--- config.mk ---
export PLATFORM = sky130hd
export DESIGN_NAME = systolic_result_drain_flat
export DESIGN_NICKNAME = d
export VERILOG_FILES = /design/src/rtl/systolic_pkg.sv /design/src/rtl/systolic_result_drain_if.sv /design/src/rtl/systolic_result_drain.sv /design/src/flat_wrapper.sv
export SDC_FILE = /design/constraint.sdc
export NUM_CORES = 1
export LEC_CHECK = 0
export CAP_MARGIN = 20
export CELL_PAD_IN_SITES_DETAIL_PLACEMENT = 1
export CELL_PAD_IN_SITES_GLOBAL_PLACEMENT = 1
export CORE_ASPECT_RATIO = 1.1
export CORE_MARGIN = 1
export CORE_UTILIZATION = 45
export CTS_CLUSTER_DIAMETER = 40
export DETAILED_ROUTE_END_ITERATION = 8
export DONT_BUFFER_PORTS = 1
export PLACE_DENSITY = 0.86
export SYNTH_ARGS = -nofsm -noshare
export SYNTH_HDL_FRONTEND = slang
export SYNTH_SLANG_ARGS = --single-unit
--- constraint.sdc ---
create_clock -name clk -period 3.05 [get_ports clk]
set_input_delay 0.4575 -clock clk [delete_from_list [all_inputs] [get_ports clk]]
set_output_delay 0.4575 -clock clk [all_outputs]
set_load 0.02 [all_outputs]
--- src/rtl/systolic_pkg.sv ---
// Shared constants and state type for the systolic chain's result path.
package systolic_pkg;

  localparam int unsigned N_PE            = 4;
  localparam int unsigned ACC_W           = 16;
  localparam logic [7:0]  SYNC_BYTE       = 8'hA5;
  localparam int unsigned BYTES_PER_FRAME = N_PE * ACC_W / 8;

  typedef enum logic [1:0] {
    IDLE = 2'd0,
    HDR  = 2'd1,
    DATA = 2'd2,
    CSUM = 2'd3
  } drain_state_t;

endpackage

--- src/rtl/systolic_result_drain_if.sv ---
// Valid/ready byte stream carrying framed results toward the host pins.
interface systolic_result_drain_if;

  logic [7:0] tx_data;
  logic       tx_valid;
  logic       tx_ready;

  modport master (
    output tx_data,
    output tx_valid,
    input  tx_ready
  );

  modport slave (
    input  tx_data,
    input  tx_valid,
    output tx_ready
  );

endinterface

--- src/rtl/systolic_result_drain.sv ---
// Snapshots the accumulator set on completion and streams it out as
// sync byte, little-endian data bytes and an XOR checksum.
module systolic_result_drain #(
  parameter int unsigned N_PE      = systolic_pkg::N_PE,
  parameter int unsigned ACC_W     = systolic_pkg::ACC_W,
  parameter logic [7:0]  SYNC_BYTE = systolic_pkg::SYNC_BYTE
) (
  input  logic                    clk,
  input  logic                    rst,
  input  logic [N_PE*ACC_W-1:0]   acc_in,
  input  logic                    acc_valid,
  systolic_result_drain_if.master tx,
  output logic                    busy,
  output logic                    frame_done,
  output logic                    overrun,
  input  logic                    clr_ovr
);
  import systolic_pkg::*;

  localparam int unsigned SnapW = N_PE * ACC_W;
  localparam int unsigned Bytes = SnapW / 8;
  localparam int unsigned IdxW  = (Bytes > 1) ? $clog2(Bytes) : 1;
  localparam logic [IdxW-1:0] LastIdx = IdxW'(Bytes - 1);

  drain_state_t     state_q, state_d;
  logic [SnapW-1:0] snap_q, snap_d;
  logic [IdxW-1:0]  idx_q, idx_d;
  logic [7:0]       csum_q, csum_d;
  logic             ovr_q, ovr_d;

  logic hs;
  logic accept;
  logic ovr_set;

  assign hs = tx.tx_valid & tx.tx_ready;
  // A new result set is taken when idle, or exactly as the checksum leaves.
  assign accept  = acc_valid & ((state_q == IDLE) | ((state_q == CSUM) & hs));
  assign ovr_set = acc_valid & ~accept;

  always_comb begin
    state_d = state_q;
    snap_d  = snap_q;
    idx_d   = idx_q;
    csum_d  = csum_q;
    unique case (state_q)
      IDLE: ;
      HDR: begin
        if (hs) begin
          state_d = DATA;
          idx_d   = '0;
        end
      end
      DATA: begin
        if (hs) begin
          csum_d = csum_q ^ tx.tx_data;
          idx_d  = idx_q + 1'b1;
          if (idx_q == LastIdx) state_d = CSUM;
        end
      end
      CSUM: begin
        if (hs) state_d = IDLE;
      end
      default: state_d = IDLE;
    endcase
    if (accept) begin
      snap_d  = acc_in;
      csum_d  = '0;
      state_d = HDR;
    end
  end

  always_comb begin
    if (ovr_set)      ovr_d = 1'b1;
    else if (clr_ovr) ovr_d = 1'b0;
    else              ovr_d = ovr_q;
  end

  always_ff @(posedge clk) begin
    if (rst) begin
      state_q <= IDLE;
      snap_q  <= '0;
      idx_q   <= '0;
      csum_q  <= '0;
      ovr_q   <= 1'b0;
    end else begin
      state_q <= state_d;
      snap_q  <= snap_d;
      idx_q   <= idx_d;
      csum_q  <= csum_d;
      ovr_q   <= ovr_d;
    end
  end

  always_comb begin
    tx.tx_data = 8'h00;
    unique case (state_q)
      IDLE:    tx.tx_data = 8'h00;
      HDR:     tx.tx_data = SYNC_BYTE;
      DATA:    tx.tx_data = snap_q[{idx_q, 3'b000} +: 8];
      CSUM:    tx.tx_data = csum_q;
      default: tx.tx_data = 8'h00;
    endcase
  end

  assign tx.tx_valid = (state_q != IDLE);
  assign busy        = (state_q != IDLE);
  assign frame_done  = (state_q == CSUM) & tx.tx_ready;
  assign overrun     = ovr_q;

endmodule

--- src/flat_wrapper.sv ---
// flat-port wrapper written by rule: the top's interface ports become plain ports
module systolic_result_drain_flat import systolic_pkg::*;
#(
  parameter int unsigned N_PE      = systolic_pkg::N_PE,
  parameter int unsigned ACC_W     = systolic_pkg::ACC_W,
  parameter logic [7:0]  SYNC_BYTE = systolic_pkg::SYNC_BYTE
)
  (clk, rst, acc_in, acc_valid, busy, frame_done, overrun, clr_ovr, tx_tx_data, tx_tx_valid, tx_tx_ready);
  systolic_result_drain_if tx_i ();
  input  logic clk;
  input  logic rst;
  input  logic [N_PE*ACC_W-1:0] acc_in;
  input  logic acc_valid;
  output logic busy;
  output logic frame_done;
  output logic overrun;
  input  logic clr_ovr;
  output wire logic [$bits(tx_i.tx_data)-1:0] tx_tx_data;
  output wire logic [$bits(tx_i.tx_valid)-1:0] tx_tx_valid;
  input wire logic [$bits(tx_i.tx_ready)-1:0] tx_tx_ready;
  assign tx_tx_data = tx_i.tx_data;
  assign tx_tx_valid = tx_i.tx_valid;
  assign tx_i.tx_ready = tx_tx_ready;
  systolic_result_drain #(.N_PE(N_PE), .ACC_W(ACC_W), .SYNC_BYTE(SYNC_BYTE)) u_core (.clk(clk), .rst(rst), .acc_in(acc_in), .acc_valid(acc_valid), .tx(tx_i), .busy(busy), .frame_done(frame_done), .overrun(overrun), .clr_ovr(clr_ovr));
endmodule
==> results of run 1 <==
==> metal layers <==
layer	routed length, µm	up-vias	global-route usage
met4	278	0	0.103
met5	0	-	0
met1	4300	1567	0.294
met2	5100	88	0.393
met3	530	21	0.0642
li1	-	1521	-
==> power groups by stage <==
stage               combinational, µW  sequential, µW  clock [µW]
finish                            940            1270         766
floorplan                         743            1250           0
detailed placement                940            1290           0
global route                     1040            1290         832
CTS                               945            1270         785
global placement                  896            1290           0
==> through the flow <==
step           hold WS [ps]  power, µW  worst slack, ps
2_1_floorplan           432       1990              776
3_3_place_gp            433       2190              556
3_5_place_dp            439       2230              417
4_1_cts                 167       3000             58.0
5_1_grt                 154       3160              113
6_report                177       2980              229
==> kinds of logic (layout without fill, tap and decap cells) <==
kind of cell / after synthesis / after routing / synth area share
and+or+nand+nor: 190 / 190 / 0.215
AOI/OAI and AO/OA: 102 / 102 / 0.156
DFF: 78 / 78 / 0.412
buffers and inverters: 44 / 30 / 0.0505
muxes: 24 / 24 / 0.134
adders and majority gates: 10 / 10 / 0.0330
==> placed cells by master (no fill, tap or decap), types with 3 or more instances in the layout <==
master and count:
sky130_fd_sc_hd__a21oi_1 70, sky130_fd_sc_hd__nor2_1 16, sky130_fd_sc_hd__mux2_2 6, sky130_fd_sc_hd__a31oi_1 8
sky130_fd_sc_hd__mux4_1 16, sky130_fd_sc_hd__nand2_1 143, sky130_fd_sc_hd__o21ai_0 3, sky130_fd_sc_hd__nand2b_1 4
sky130_fd_sc_hd__dfxtp_1 77, sky130_fd_sc_hd__or3b_1 6, sky130_fd_sc_hd__nor2b_1 6, sky130_fd_sc_hd__ha_1 10
sky130_fd_sc_hd__buf_4 6, sky130_fd_sc_hd__inv_1 8, sky130_fd_sc_hd__or4_1 3, sky130_fd_sc_hd__clkbuf_8 10
sky130_fd_sc_hd__a221oi_1 3, sky130_fd_sc_hd__a22oi_1 4
==> sequential cells by signal, summed over array words and instances, names as in the netlist <==
signal and flops:
u_core.overrun 1, u_core.csum_q 8, u_core.snap_q 64, u_core.state_q 2, u_core.idx_q 3
==> area by class of cell <==
class                   count  share of cell area
repair buffers              7              0.0162
clock buffers              11              0.0351
inverters                   8             0.00747
flip-flops and latches     78               0.388
well taps                 108              0.0336
clock inverters             4              0.0118
multi-input cells         326               0.507
==> Yosys cell counts (all sizes together) (2+ instances only) <==
library cell  instances  share of area
ha                   10          0.033
nand2               144           0.14
o221ai                2         0.0046
nand4                 2         0.0033
dfxtp                78           0.41
nand3                 2         0.0026
o311ai                2         0.0046
mux4                 16           0.11
a2bb2oi               2         0.0046
nor2b                 6         0.0099
a22oi                 4         0.0079
a2111oi               2         0.0046
mux2                  6          0.018
clkbuf               28          0.028
or3b                  6          0.014
nor2                 16          0.016
or4                   3         0.0059
a31oi                 8          0.013
inv                   8         0.0079
mux2i                 2         0.0053
buf                   8          0.015
a21oi                70          0.092
a221oi                3         0.0069
o21ai                 3         0.0040
nand3b                2         0.0040
nand2b                4         0.0066
a211o                 2         0.0046
and2                  2         0.0033
==> how the worst max path moves through the flow <==
stage | depth (start not counted) | to | start
global route | 4 | tx_tx_data[0] | u_core.idx_q[1]
finish | 4 | tx_tx_data[0] | u_core.idx_q[1]
detailed placement | 6 | u_core.csum_q[2] | u_core.state_q[0]
CTS | 5 | tx_tx_data[1] | u_core.idx_q[0]
floorplan | 6 | tx_tx_data[0] | u_core.idx_q[0]
global placement | 5 | tx_tx_data[4] | u_core.idx_q[0]
==> results.txt, run 1 <==
* Run status: finished, final reports clean
- Across all layers, the routed design uses roughly 3200 vias.
* Cell count after placement: around 530
- Buffers on Ports: 0
* Area inside the core boundary: around 8000 µm²
- Counting every sink on the clock net gives slightly below 80.
- Cell-by-cell listing of the critical path: mux4_1, mux2_2, a221oi_1, nor2_1
- Routed wire per std cell: roughly 19 µm
- Crit path buffers/inverters: 0
- Total standard cell area after synthesis: around 3800 µm²
* Number of antenna violations at the first check in global routing: 0
- Sequential share of power: 0.428
- Area of the multi-input gates: just over 2000 µm²
- Count of different cell masters after synthesis: 39
- Global route overflow: 0
- Broken down by cell family, the worst path's largest delay share belongs to flip-flops.
- Headroom to the max-slew limit: 0.441
- RSZ-0062 raised after global routing: no
* Vias per cell: 5.90
- For this run, the total global-route usage over all layers was measured as 0.240.
- Critical-path cell with the highest stage delay: sky130_fd_sc_hd__dfxtp_1
* Critical path startpoint category: flip-flop
* Launch point of the worst hold path: rst
* Worst supply voltage drop on vdd: 0.000287 V
* Gp weighted congestion: 0.813
* Syn_area_per_cell: approximately 8.5 µm²
- Crit path DAT: between 2000 and 2500 ps
* Sequential-to-total area share from yosys stat: 0.412
* # fillers: 962
- Critical-path maximum fanout: 18
- Final Non-Filler Cells: 542
* Worst hold path stage count: 1
* Post-layout nets: 509
- Number of global-route vias before repair: 3189
* Share of flip-flops with an asynchronous set or reset: 0
- After detailed routing, the total wire length is 10200 µm.
- In the synthesized netlist, the number of instances is 448.
- Area taken by flip-flops and latches: 1560 µm²
* Total I/O pin count: 81
* Count of synthesis-stage warnings from yosys: 0
* Final design area excluding fillers: about 4000 µm²
- Count of flip-flops with a built-in enable after synthesis: 0
- In this run the critical register-to-register path is captured at u_core.csum_q[5].
* HP Class: in2reg
* Syn_nets: approximately 530
* Standard-cell rows: 34
- In this run the critical register-to-register path is launched from u_core.state_q[0].
- For hold timing, the worst endpoint is u_core.snap_q[2].
* Post-route clock skew: around 11 ps
- Antenna Diode Count: 0
- Fraction of power consumed by the clock network: 0.257
- Kind of critical path: reg2out
- For this block, the initial DRC count from the detailed router was 173.
- For the worst setup path, the data required time is approximately 2600 ps.
- Count of cells resized by post-cts repair: 0
- Clock-pin slew was measured on the worst setup and hold paths at 80 ps.
* Clock tree buffer depth: 2
- Setup violations remaining at the end of the flow were counted as 0.
- Crit share post-route: 0.925
* Transition at the pin with the smallest max-transition slack: 817 ps
* Switching part of the total power: 0.372
* Maximum number of pins on one net before global-route repair: 76
- Global-route wire length before repair: around 16000 µm
- The H-tree was split into 3 levels.
- Across all register-to-register paths, the minimum setup slack is 390 ps.
- Layout cells sized above 1: 0.0691
* PD cells: approximately 740 nW/µm²
* Leakage: roughly 0.0015 µW
- Clock latency on the worst-skew pair, taken at its later pin, is approximately 340 ps.
- The first TritonRoute pass finished after 4 iterations.
- Type of destination of the critical path: primary output
- Based on the critical path, the design can be clocked at up to 355 MHz.
* Post-detail-place hpwl: 7340 µm
* Combinational share of power: 0.315
* Synth Register Bits: 78
- Detailed-route DRC error count: 0
- Die Height: just under 100 µm
* Switching power total: approximately 1100 µW
* Number of buffers added to fix hold violations after cts: 0
- The cell sitting at the root of the clock tree is a sky130_fd_sc_hd__clkbuf_8.
* Internal power consumption: about 1900 µW
* Die width: roughly 90 µm
- Counting I/O delays and the setup requirement, the final critical path takes about 2800 ps.
- The count of endpoints failing hold in the final timing report was 0.
- The number of pins exceeding their max-slew limit in the final report was 0.
- Number of buffers added for setup after CTS: 0
- For this run, the share of the core covered by cells in the final layout is 0.500.
- Compared with the post-synthesis result, the final layout area differs by 6.14%.
- Worst-case reg-to-reg path depth: 6
* Number of buffers added by the clock tree synthesis step: 9
- Number of max-capacitance violations reported: 0
- The count of nets left with antenna violations once routing finished came out at 0.
- The die covers ~8800 µm².
* Crit path largest cell delay: between 800 and 900 ps
* Total Negative Setup Slacks: 0 ps
- Most used flip-flop cell after synthesis: sky130_fd_sc_hd__dfxtp_1
- Placed Area: about 3800 µm²
- The initial utilization of the core area, before any placement, comes to 0.471.
- TritonCTS built the clock tree.
No activity file was read; power rests on OpenSTA's default activity.
==> inputs of run 2 (changes only) <==
--- a/config.mk
+++ b/config.mk
@@ -11,6 +11,7 @@
 export CORE_ASPECT_RATIO = 1.1
 export CORE_MARGIN = 1
 export CORE_UTILIZATION = 45
+export CTS_BUF_LIST = sky130_fd_sc_hd__clkbuf_8
 export CTS_CLUSTER_DIAMETER = 40
 export DETAILED_ROUTE_END_ITERATION = 8
 export DONT_BUFFER_PORTS = 1
==> run 2 against run 1 <==
Compared with the run above: sequential power about the same; largest cell class unchanged; final cell count unchanged; critical path depth unchanged; global-route usage unchanged; clock-buffer cell count down 1; clock skew about the same; clock power about the same; via count down 0.13%.
==> results.txt, run 2 (same netlist as run 1, synthesis figures left out) <==
- The clock transition time at the flip-flop clock pins of the worst setup and hold paths came to 80 ps (about the same).
* Antenna Diode Count: 0 (unchanged)
- The die outline height came to 98.3 µm (unchanged).
* Register with the most flip-flops: u_core.snap_q
- Crit path DAT: 2360 ps (about the same)
- The count of endpoints failing setup in the final report was 0 (unchanged).
- Maximum level of the CTS H-tree: 3 (unchanged)
- The min-delay analysis places its worst path in the category in2reg.
- Drt first-iter violations: 173 (unchanged)
* Leakage: 0.00149 µW (+0.28%)
* Critical path startpoint category: flip-flop
* # fillers: 962 (unchanged)
- The transition time of the tightest slew-check pin came to 817 ps (+0.104 ps).
- The largest stage delay on the critical path came to 810 ps (about the same).
- The register cell area after layout was 1560 µm² (unchanged).
- The number of antenna violations at the first check in global routing was 0 (unchanged).
- Die width: 89.5 µm (unchanged)
- Final critical path time including I/O delays and setup: 2820 ps (+0.0250 ps)
* Detailed-route DRC error count: 0 (unchanged)
- Global-route wire length before repair: 15800 µm (unchanged)
- The critical path data required time is 2590 ps (about the same).
* Most common library cell in the layout ignoring fill and taps: sky130_fd_sc_hd__nand2_1
- The power per standard cell area was 740 nW/µm² (about the same).
- In the layout the commonest cells are 143 x sky130_fd_sc_hd__nand2_1, 77 x sky130_fd_sc_hd__dfxtp_1, 70 x sky130_fd_sc_hd__a21oi_1.
- The worst clock skew came to 11.4 ps (+0.00120 ps).
* Hold slack final: 177 ps (+0.0490 ps)
- The total grt overflow is 0 (unchanged).
- 1st-pass router iterations: 4 (unchanged)
- Cell-by-cell listing of the critical path: mux4_1, mux2_2, a221oi_1, nor2_1
- Setup repair after global routing left no endpoint under its margin.
- TritonCTS clock tree: done
* Initial core utilization: 0.471 (unchanged)
- Number of max-capacitance violations reported: 0 (unchanged)
- The via density per instance is 5.89 (-0.13%).
- Run status: finished, final reports clean
- Area growth, synth to finish: 6.14% (unchanged)
- Maximum achievable frequency: 355 MHz (about the same)
* Number of global-route vias before repair: 3189 (unchanged)
* Antenna violation net count after detailed routing: 0 (unchanged)
- Clock Latency Late Sink: 340 ps (about the same)
* Final cell utilization of the core: 0.500 (unchanged)
* Headroom to the max-slew limit: 0.441 (about the same)
- Count of final hold-check violations: 0 (unchanged)
- The number of buffers inserted during clock tree synthesis is 9 (unchanged).
- The fraction of final layout cells with drive strength greater than 1 is 0.0691 (unchanged).
* Dpl ws: 417 ps (unchanged)
* Maximum number of pins on one net before global-route repair: 76 (unchanged)
- The number of buffers inserted by port buffering is 0 (unchanged).
- The slowest stage of the critical path is the sky130_fd_sc_hd__dfxtp_1 cell.
- Area enclosed by the die boundary: 8790 µm² (unchanged)
- The critical path is of the reg2out type.
- The final cell count without fillers came to 542 (unchanged).
* Number of max-slew violations in the final report: 0 (unchanged)
- Wire length after detailed routing: 10200 µm (about the same)
- Gp weighted congestion: 0.813 (unchanged)
* Area of the multi-input gates: 2040 µm² (unchanged)
- Type of destination of the critical path: primary output
* Post-layout nets: 509 (unchanged)
- The global-route total usage across every layer is 0.240 (unchanged).
* Area inside the core boundary: 8040 µm² (unchanged)
- The share of the cycle needed by the critical path after routing was 0.925 (about the same).
- Standard-cell rows: 34 (unchanged)
- The sum of negative setup slack was 0 ps (unchanged).
* Routed wire per std cell: 18.9 µm (about the same)
- Post-detail-place hpwl: 7340 µm (unchanged)
* Clock tree buffer depth: 2 (unchanged)
- The count of pins on the block boundary came to 81 (unchanged).
* Via count of the routed design: 3193 (-0.13%)
- The number of placed instances, taps included is 527 (unchanged).
- Flip-flop count of the largest register, all copies and words added: 64 (unchanged)
* Critical-path maximum fanout: 18 (unchanged)
- Largest regs: u_core.snap_q: 64 flops, u_core.csum_q: 8 flops, u_core.idx_q: 3 flops
- In this run the clock root is driven by a sky130_fd_sc_hd__clkbuf_8.
- The maximum ir drop on the vdd rail was 0.000287 V (about the same).
- Num Clock Sinks: 78 (unchanged)
- Worst setup slack after layout: 229 ps (-0.0250 ps)
-- run 2: cell count changes in the layout (fill, tap and decap cells not counted) --
cell / previous run / this run
sky130_fd_sc_hd__clkbuf_1: 1 / 0
sky130_fd_sc_hd__inv_1: 8 / 9
-- run 2: metrics by stage --
step | power, µW | cell area (µm²)
global route | 3160 | 4020
finish | 2980 | 4020
floorplan | 1990 | 3790
detailed placement | 2230 | 3830
global placement | 2190 | 3830
CTS | 3000 | 4020
-- run 2: path summary, 6_finish.rpt --
path | cells after the start | end | start | slack, ps
worst max register to register | 6 | u_core.csum_q[5] | u_core.state_q[0] | 380
worst min register to register | 2 | u_core.snap_q[52] | u_core.snap_q[52] | 450
worst max-delay path | 4 | tx_tx_data[0] | u_core.idx_q[1] | 230
worst min-delay path | 1 | u_core.snap_q[2] | rst | 180
-- run 2: layout make-up --
class                   instances  area share
well taps                     108      0.0336
multi-input cells             326       0.507
inverters                       8     0.00747
clock buffers                  10      0.0342
clock inverters                 5      0.0128
repair buffers                  7      0.0162
flip-flops and latches         78       0.388
-- run 2: per-layer routing --
metal	part of all wire	wire length (µm)	GRT usage	up-vias
met5	0	0	0	-
li1	-	-	-	1520
met1	0.42	4310	0.294	1566
met3	0.051	520	0.0642	21
met2	0.50	5110	0.393	86
met4	0.027	278	0.103	0
-- run 2: critical path, delay by kind of cell (launching register included) --
family | cells | cell delay [ps]
AND/OR/NAND/NOR | 1 | 170
flip-flops | 1 | 810
AO/OA/AOI/OAI | 1 | 300
multiplexers | 2 | 730
-- run 2: what timing repair did --
| item | CTS | global route |
|---|---|---|
| setup buffers | 0 | 0 |
| resized for setup | 0 | 1 |
| hold buffers | 0 | 0 |
| endpoints found under the hold margin | 0 | 0 |
| endpoints found under the setup margin | 0 | 1 |
-- run 2: report_power, final --
part | switching (µW) | total (µW) | internal [µW] | leakage [µW]
registers | 105 | 1270 | 1170 | 0.000639
logic | 632 | 941 | 309 | 0.000752
clock network | 372 | 763 | 391 | 0.0000993
total | 1110 | 2980 | 1870 | 0.00149
